`src/rtl/perip_bus_arbiter_pkg.sv`:
```
// Shared encodings and types for the two-master peripheral bus arbiter.
package perip_bus_arbiter_pkg;

  localparam logic [1:0] MASK_B = 2'b00;
  localparam logic [1:0] MASK_H = 2'b01;
  localparam logic [1:0] MASK_W = 2'b10;

  localparam logic M0_ID = 1'b0;
  localparam logic M1_ID = 1'b1;

  typedef enum logic [1:0] {
    ARB_IDLE = 2'd0,
    ARB_OWN0 = 2'd1,
    ARB_OWN1 = 2'd2
  } arb_state_t;

  typedef struct packed {
    logic valid;
    logic id;
  } rd_tag_t;

  // The reserved size code 11 is issued to memory as a plain word access.
  function automatic logic [1:0] issue_mask(input logic [1:0] mask);
    return (mask == 2'b11) ? MASK_W : mask;
  endfunction

endpackage

```
`src/rtl/perip_bus_arbiter_if.sv`:
```
// One requester's single-beat bus: request side driven by the master, grant/read return by the arbiter.
interface perip_bus_arbiter_if;

  logic        req;
  logic        wen;
  logic [31:0] addr;
  logic [1:0]  mask;
  logic [31:0] wdata;
  logic        gnt;
  logic        rvalid;
  logic [31:0] rdata;

  modport master (
    output req, wen, addr, mask, wdata,
    input  gnt, rvalid, rdata
  );

  modport slave (
    input  req, wen, addr, mask, wdata,
    output gnt, rvalid, rdata
  );

endinterface

```
`src/rtl/perip_rd_tag_pipe.sv`:
```
// Delays the {valid,id} tag of each issued access by the memory read latency
// so returning data can be steered to the master that asked for it.
module perip_rd_tag_pipe
  import perip_bus_arbiter_pkg::*;
#(
  parameter int RD_LATENCY = 1
) (
  input  logic    clk,
  input  logic    rst_n,
  input  rd_tag_t push,
  output rd_tag_t tail
);

  rd_tag_t [RD_LATENCY-1:0] pipe;

  generate
    if (RD_LATENCY == 1) begin : g_single
      always_ff @(posedge clk or negedge rst_n) begin
        if (!rst_n) pipe <= '0;
        else        pipe <= push;
      end
    end else begin : g_multi
      always_ff @(posedge clk or negedge rst_n) begin
        if (!rst_n) pipe <= '0;
        else        pipe <= {pipe[RD_LATENCY-2:0], push};
      end
    end
  endgenerate

  assign tail = pipe[RD_LATENCY-1];

endmodule

```
`src/rtl/perip_bus_arbiter.sv`:
```
// Round-robin arbiter with bounded burst allowance sharing the single
// peripheral port between the CPU data port (m0) and a secondary master (m1).
module perip_bus_arbiter
  import perip_bus_arbiter_pkg::*;
#(
  parameter int RD_LATENCY = 1,
  parameter int MAX_BURST  = 4
) (
  input  logic                  clk,
  input  logic                  rst_n,
  perip_bus_arbiter_if.slave    m0,
  perip_bus_arbiter_if.slave    m1,
  output logic [31:0]           perip_addr,
  output logic                  perip_wen,
  output logic [1:0]            perip_mask,
  output logic [31:0]           perip_wdata,
  input  logic [31:0]           perip_rdata
);

  localparam int CNT_W = $clog2(MAX_BURST + 1);
  localparam logic [CNT_W-1:0] BURST_MAX = CNT_W'(MAX_BURST);
  localparam logic [CNT_W-1:0] BURST_ONE = CNT_W'(1);

  arb_state_t       state, state_next;
  logic             idle_owner, idle_owner_next;
  logic [CNT_W-1:0] burst_cnt, burst_next;
  logic             last_owner;
  logic             winner;
  logic             any_req;
  logic             both_req;
  rd_tag_t          push_tag;
  rd_tag_t          tail_tag;

  // Ownership lives in the state while a master holds the bus; idle_owner
  // remembers it across idle cycles so the round-robin order survives gaps.
  assign last_owner = (state == ARB_OWN1) || ((state == ARB_IDLE) && idle_owner);

  always_ff @(posedge clk or negedge rst_n) begin
    if (!rst_n) begin
      state      <= ARB_IDLE;
      idle_owner <= M0_ID;
      burst_cnt  <= '0;
    end else begin
      state      <= state_next;
      idle_owner <= idle_owner_next;
      burst_cnt  <= burst_next;
    end
  end

  always_comb begin
    any_req         = m0.req | m1.req;
    both_req        = m0.req & m1.req;
    winner          = last_owner;
    state_next      = ARB_IDLE;
    idle_owner_next = last_owner;
    burst_next      = burst_cnt;

    if (both_req) begin
      winner = (burst_cnt < BURST_MAX) ? last_owner : ~last_owner;
      if (winner != last_owner)       burst_next = BURST_ONE;
      else if (burst_cnt != BURST_MAX) burst_next = burst_cnt + BURST_ONE;
    end else if (any_req) begin
      winner     = m1.req ? M1_ID : M0_ID;
      burst_next = BURST_ONE;
    end

    if (any_req) state_next = (winner == M1_ID) ? ARB_OWN1 : ARB_OWN0;
  end

  assign m0.gnt = any_req && (winner == M0_ID);
  assign m1.gnt = any_req && (winner == M1_ID);

  always_comb begin
    perip_addr  = '0;
    perip_wen   = 1'b0;
    perip_mask  = '0;
    perip_wdata = '0;
    if (any_req) begin
      if (winner == M1_ID) begin
        perip_addr  = m1.addr;
        perip_wen   = m1.wen;
        perip_mask  = issue_mask(m1.mask);
        perip_wdata = m1.wdata;
      end else begin
        perip_addr  = m0.addr;
        perip_wen   = m0.wen;
        perip_mask  = issue_mask(m0.mask);
        perip_wdata = m0.wdata;
      end
    end
  end

  assign push_tag.valid = any_req && !perip_wen;
  assign push_tag.id    = winner;

  perip_rd_tag_pipe #(.RD_LATENCY(RD_LATENCY)) u_tag_pipe (
    .clk  (clk),
    .rst_n(rst_n),
    .push (push_tag),
    .tail (tail_tag)
  );

  assign m0.rvalid = tail_tag.valid && (tail_tag.id == M0_ID);
  assign m1.rvalid = tail_tag.valid && (tail_tag.id == M1_ID);
  assign m0.rdata  = perip_rdata;
  assign m1.rdata  = perip_rdata;

endmodule

```
`src/flat_wrapper.sv`:
```
// flat-port wrapper written by rule: the top's interface ports become plain ports
module perip_bus_arbiter_flat import perip_bus_arbiter_pkg::*;
#(
  parameter int RD_LATENCY = 1,
  parameter int MAX_BURST  = 4
)
  (clk, rst_n, perip_addr, perip_wen, perip_mask, perip_wdata, perip_rdata, m0_req, m0_wen, m0_addr, m0_mask, m0_wdata, m0_gnt, m0_rvalid, m0_rdata, m1_req, m1_wen, m1_addr, m1_mask, m1_wdata, m1_gnt, m1_rvalid, m1_rdata);
  perip_bus_arbiter_if m0_i ();
  perip_bus_arbiter_if m1_i ();
  input  logic clk;
  input  logic rst_n;
  output logic [31:0] perip_addr;
  output logic perip_wen;
  output logic [1:0] perip_mask;
  output logic [31:0] perip_wdata;
  input  logic [31:0] perip_rdata;
  input wire logic [$bits(m0_i.req)-1:0] m0_req;
  input wire logic [$bits(m0_i.wen)-1:0] m0_wen;
  input wire logic [$bits(m0_i.addr)-1:0] m0_addr;
  input wire logic [$bits(m0_i.mask)-1:0] m0_mask;
  input wire logic [$bits(m0_i.wdata)-1:0] m0_wdata;
  output wire logic [$bits(m0_i.gnt)-1:0] m0_gnt;
  output wire logic [$bits(m0_i.rvalid)-1:0] m0_rvalid;
  output wire logic [$bits(m0_i.rdata)-1:0] m0_rdata;
  input wire logic [$bits(m1_i.req)-1:0] m1_req;
  input wire logic [$bits(m1_i.wen)-1:0] m1_wen;
  input wire logic [$bits(m1_i.addr)-1:0] m1_addr;
  input wire logic [$bits(m1_i.mask)-1:0] m1_mask;
  input wire logic [$bits(m1_i.wdata)-1:0] m1_wdata;
  output wire logic [$bits(m1_i.gnt)-1:0] m1_gnt;
  output wire logic [$bits(m1_i.rvalid)-1:0] m1_rvalid;
  output wire logic [$bits(m1_i.rdata)-1:0] m1_rdata;
  assign m0_i.req = m0_req;
  assign m0_i.wen = m0_wen;
  assign m0_i.addr = m0_addr;
  assign m0_i.mask = m0_mask;
  assign m0_i.wdata = m0_wdata;
  assign m0_gnt = m0_i.gnt;
  assign m0_rvalid = m0_i.rvalid;
  assign m0_rdata = m0_i.rdata;
  assign m1_i.req = m1_req;
  assign m1_i.wen = m1_wen;
  assign m1_i.addr = m1_addr;
  assign m1_i.mask = m1_mask;
  assign m1_i.wdata = m1_wdata;
  assign m1_gnt = m1_i.gnt;
  assign m1_rvalid = m1_i.rvalid;
  assign m1_rdata = m1_i.rdata;
  perip_bus_arbiter #(.RD_LATENCY(RD_LATENCY), .MAX_BURST(MAX_BURST)) u_core (.clk(clk), .rst_n(rst_n), .m0(m0_i), .m1(m1_i), .perip_addr(perip_addr), .perip_wen(perip_wen), .perip_mask(perip_mask), .perip_wdata(perip_wdata), .perip_rdata(perip_rdata));
endmodule
```
`config.mk`:
```
export PLATFORM = sky130hd
export DESIGN_NAME = perip_bus_arbiter_flat
export DESIGN_NICKNAME = d
export VERILOG_FILES = /design/src/rtl/perip_bus_arbiter_pkg.sv /design/src/rtl/perip_bus_arbiter_if.sv /design/src/rtl/perip_rd_tag_pipe.sv /design/src/rtl/perip_bus_arbiter.sv /design/src/flat_wrapper.sv
export SDC_FILE = /design/constraint.sdc
export NUM_CORES = 1
export LEC_CHECK = 0
export ABC_CLOCK_PERIOD_IN_PS = 3700
export BUFFER_PORTS_ARGS = -buffer_cell sky130_fd_sc_hd__buf_4
export CORE_AREA = 2 2 119 121
export CTS_CLUSTER_DIAMETER = 120
export DETAILED_ROUTE_END_ITERATION = 8
export DIE_AREA = 0 0 121 123
export PLACE_DENSITY = 0.47
export RECOVER_POWER = 50
export SYNTH_ARGS = -nofsm -noshare
export SYNTH_HDL_FRONTEND = slang
export SYNTH_HIERARCHICAL = 1
export SYNTH_SLANG_ARGS = --single-unit
```
`constraint.sdc`:
```
create_clock -name clk -period 3.7 [get_ports clk]
set_input_delay 0.925 -clock clk [delete_from_list [all_inputs] [get_ports clk]]
set_output_delay 0.925 -clock clk [all_outputs]
set_load 0.005 [all_outputs]
```
==> flow_metrics.env <==
export IMPL_wirelength_um=6950
export IMPL_die_height_um=123
export IMPL_htreeDepth=1
export IMPL_yosys_top_cells_area="a22o_1 (37%), buf_4 (31%), dfrtp_1 (13%), buf_6 (2.9%), buf_2 (2.6%)"
export IMPL_relSlewSlack_pct=53.7
export IMPL_post_route_period_util_pct=91.8
export IMPL_root_buffer="clkbuf_16"
export IMPL_synthFlopType="dfrtp_1"
export IMPL_syn_instance_count=181
export IMPL_arrival_ns=2.47
export IMPL_worstSkewPairLatency_ns=0.23
export IMPL_dr_pass1_iters=4
export IMPL_rsz0062_at_grt="false"
export IMPL_drv_cap=0
export IMPL_clockBufferDepth=2
export IMPL_synth_cell_types=25
export IMPL_wire_per_inst_um=14.0
export IMPL_wl_met2_um=3500
export IMPL_hp_start="u_core/burst_cnt[0]$_DFFE_PN0P_"
export IMPL_fin_crit_ns=3.40
export IMPL_finalClockSkew_ns=0.00323
export IMPL_synth_edf_count=0
export IMPL_gp_congestion=0.717
export IMPL_clock_sinks=8
export IMPL_mappedNetlistArea_mm2=0.00155
export IMPL_synth_adder_area_share_pct=1.62
export IMPL_grt_max_degree=69
export IMPL_yosys_area_share_simple_pct=4.21
export IMPL_whs_ns=0.521
export IMPL_crit_start="m1_req"
export IMPL_synth_area_mux_share_pct=1.62
export IMPL_grt_ovfl_total=0
export IMPL_drv_slew=0
export IMPL_synthesis_nets=353
export IMPL_yosys_area_top_type_share_pct=37.4
export IMPL_status="finished clean"
export IMPL_hpwl_um=5880
export IMPL_vias=1899
export IMPL_fillers=1515
export IMPL_cts_setup_buffers=0
export IMPL_postSynth_asyncResetShare_pct=100
export IMPL_yosysSeqAreaShare_pct=13.0
export IMPL_clk_pin_slew_ns=0.04
export IMPL_cts_buffers=3
export IMPL_dr_wl_met3_um=1010
export IMPL_endpoint_kind="output port"
export IMPL_synth_compound_gate_area_share_pct=41.1
export IMPL_hp_class="flop to flop"
export IMPL_grt_pass1_vias=1774
export IMPL_final_seq_area_um2=200
export IMPL_yosysTopAreaCell="a22o_1"
export IMPL_nNetsFinal=489
export IMPL_placed_area_mm2=0.00277
export IMPL_rows=43
export IMPL_die_area_mm2=0.0149
export IMPL_final_hold_viol_count=0
export IMPL_crit_slowest_cell="a22o_1"
export IMPL_ir_drop_mv=0.118
export IMPL_antenna_cells=0
export IMPL_synth_xor_area_share_pct=0
export IMPL_worst_ep_required_time_ns=2.77
export IMPL_crit_path_frequent_cell="nand2_1"
export IMPL_cts_tree="built"
export IMPL_final_layout_size_suffix_gt1_share_pct=67.9
export IMPL_power_density_mw_per_mm2=245
export IMPL_viasPerCell=3.84
export IMPL_synth_most_common_cell="a22o_1"
export IMPL_max_freq_mhz=294
export IMPL_postRouteAntennaNets=0
export IMPL_place_ws_ns=0.105
export IMPL_multi_input_area_um2=747
export IMPL_cp_cell_sequence="clkbuf_1 -> nand2_1 -> mux2_4 -> nand2_1 -> inv_4 -> a22o_1 -> buf_4"
export IMPL_leakagePower_nw=1.50
export IMPL_synth_top_family_by_area="compound AO/OA/AOI/OAI gates"
export IMPL_dieWidth_um=121
export IMPL_stdcell_area_mm2=0.00284
export IMPL_core_mm2=0.0136
export IMPL_yosysWarnings=6
export IMPL_synth_top_cells_by_count="a22o_1 (66), buf_4 (64), buf_2 (8), dfrtp_1 (8), buf_6 (4)"
export IMPL_setup_ws_ns=0.303
export IMPL_ys_ff_latch=8
export IMPL_criticalPathCategory="input pin to output port"
export IMPL_remaining_drc_errors=0
export IMPL_setup_viol=0
export IMPL_grt_total_usage_pct=7.83
export IMPL_worstMarginPinSlew_ns=0.695
export IMPL_drtIter0Drc=25
export IMPL_synth_avg_cell_area_um2=8.54
export IMPL_start_util_pct=11.4
export IMPL_worstPathMaxFanout=68
export IMPL_critPathMaxStageDelay_ns=0.35
export IMPL_rr_startpoint="u_core/state[0]$_DFF_PN0_"
export IMPL_tns_ns=0
export IMPL_antenna_found_initial=0
export IMPL_top_layer_used="met4"
export IMPL_fin_util_pct=20.8
export IMPL_port_buffer_count=208
export IMPL_met1_length_um=2260
export IMPL_grt_pass1_wl_um=9090
export IMPL_cp_start_kind="input pin"
export IMPL_io_pins=305
export IMPL_synthToLayoutAreaGrowth_pct=83.6
final timing paths:
check	end	slack, ns	depth (start not counted)
max in group asynchronous	u_core/idle_owner$_DFF_PN0_	2.78	1
min	u_core/burst_cnt[0]$_DFFE_PN0P_	0.52	1
min in group asynchronous	u_core/burst_cnt[2]$_DFFE_PN0P_	0.61	1
min reg2reg	u_core/burst_cnt[0]$_DFFE_PN0P_	0.52	1
max reg2reg	u_core/state[0]$_DFF_PN0_	2.05	4
max	perip_wdata[31]	0.30	7
per-layer routing:
metal | vias up | global-route usage [%]
met4 | 0 | 2.83
met3 | 18 | 3.14
met1 | 830 | 7.70
met2 | 171 | 14.8
li1 | 880 | -
met5 | - | 0
state kept, by name, summed over array words and instances, names as in the netlist:
signal / cells
u_core/state: 2
u_core/idle_owner: 1
u_core/u_tag_pipe/tail: 2
u_core/burst_cnt: 3
placed cells by master, fill, tap and decap left out, drive strengths merged:
cell type,Yosys,layout
buf,76,206
a22o,66,66
dfrtp,8,8
clkbuf,3,7
inv,5,5
nand2,3,3
nor2,2,2
nand2b,2,2
and2,2,2
a32o,2,2
ha,2,2
o21ba,1,1
mux2,1,1
o21ai,1,1
and2b,1,1
mux2i,1,1
o32ai,1,1
o22ai,1,1
nor2b,1,1
nor3,1,1
a31oi,1,1
metrics by stage:
step | cells | power (W)
final | 495 | 0.000695
after detailed placement | 492 | 0.000524
after CTS | 495 | 0.000707
after global routing | 495 | 0.000742
after floorplan | 181 | 0.000321
after global placement | 492 | 0.000523
kinds of logic after synthesis:
group | after synthesis
buffers and inverters | 84
AOI/OAI and AO/OA | 73
and+or+nand+nor | 12
DFF | 8
muxes | 2
adders and majority gates | 2
final cells by class:
cell class / instances / area share, %
timing repair buffer: 210 / 55.3
multi-input combinational: 89 / 26.3
tap: 180 / 7.94
sequential: 8 / 7.05
clock buffer: 3 / 2.65
inverter: 5 / 0.750
worst max-delay path: cells and delay by family:
family	cells	cell delay, ns
AND/OR/NAND/NOR	2	0.24
buffers and inverters	3	0.66
AO/OA/AOI/OAI	1	0.35
multiplexers	1	0.28
where the power goes:
part           internal [W]  leakage, nW  switching (W)
Clock              0.000139       0.0370      0.0000402
Combinational      0.000262         1.37       0.000151
Sequential        0.0000974       0.0986     0.00000450
Total              0.000499         1.50       0.000196
repair_timing:
| action | 4_1_cts | 5_1_grt |
|---|---|---|
| endpoints found under the setup margin | 0 | 5 |
| resized for setup | 0 | 2 |
| hold buffers | 0 | 0 |
| hold endpoints to repair | 0 | 0 |
No activity file was read; power rests on OpenSTA's default activity.
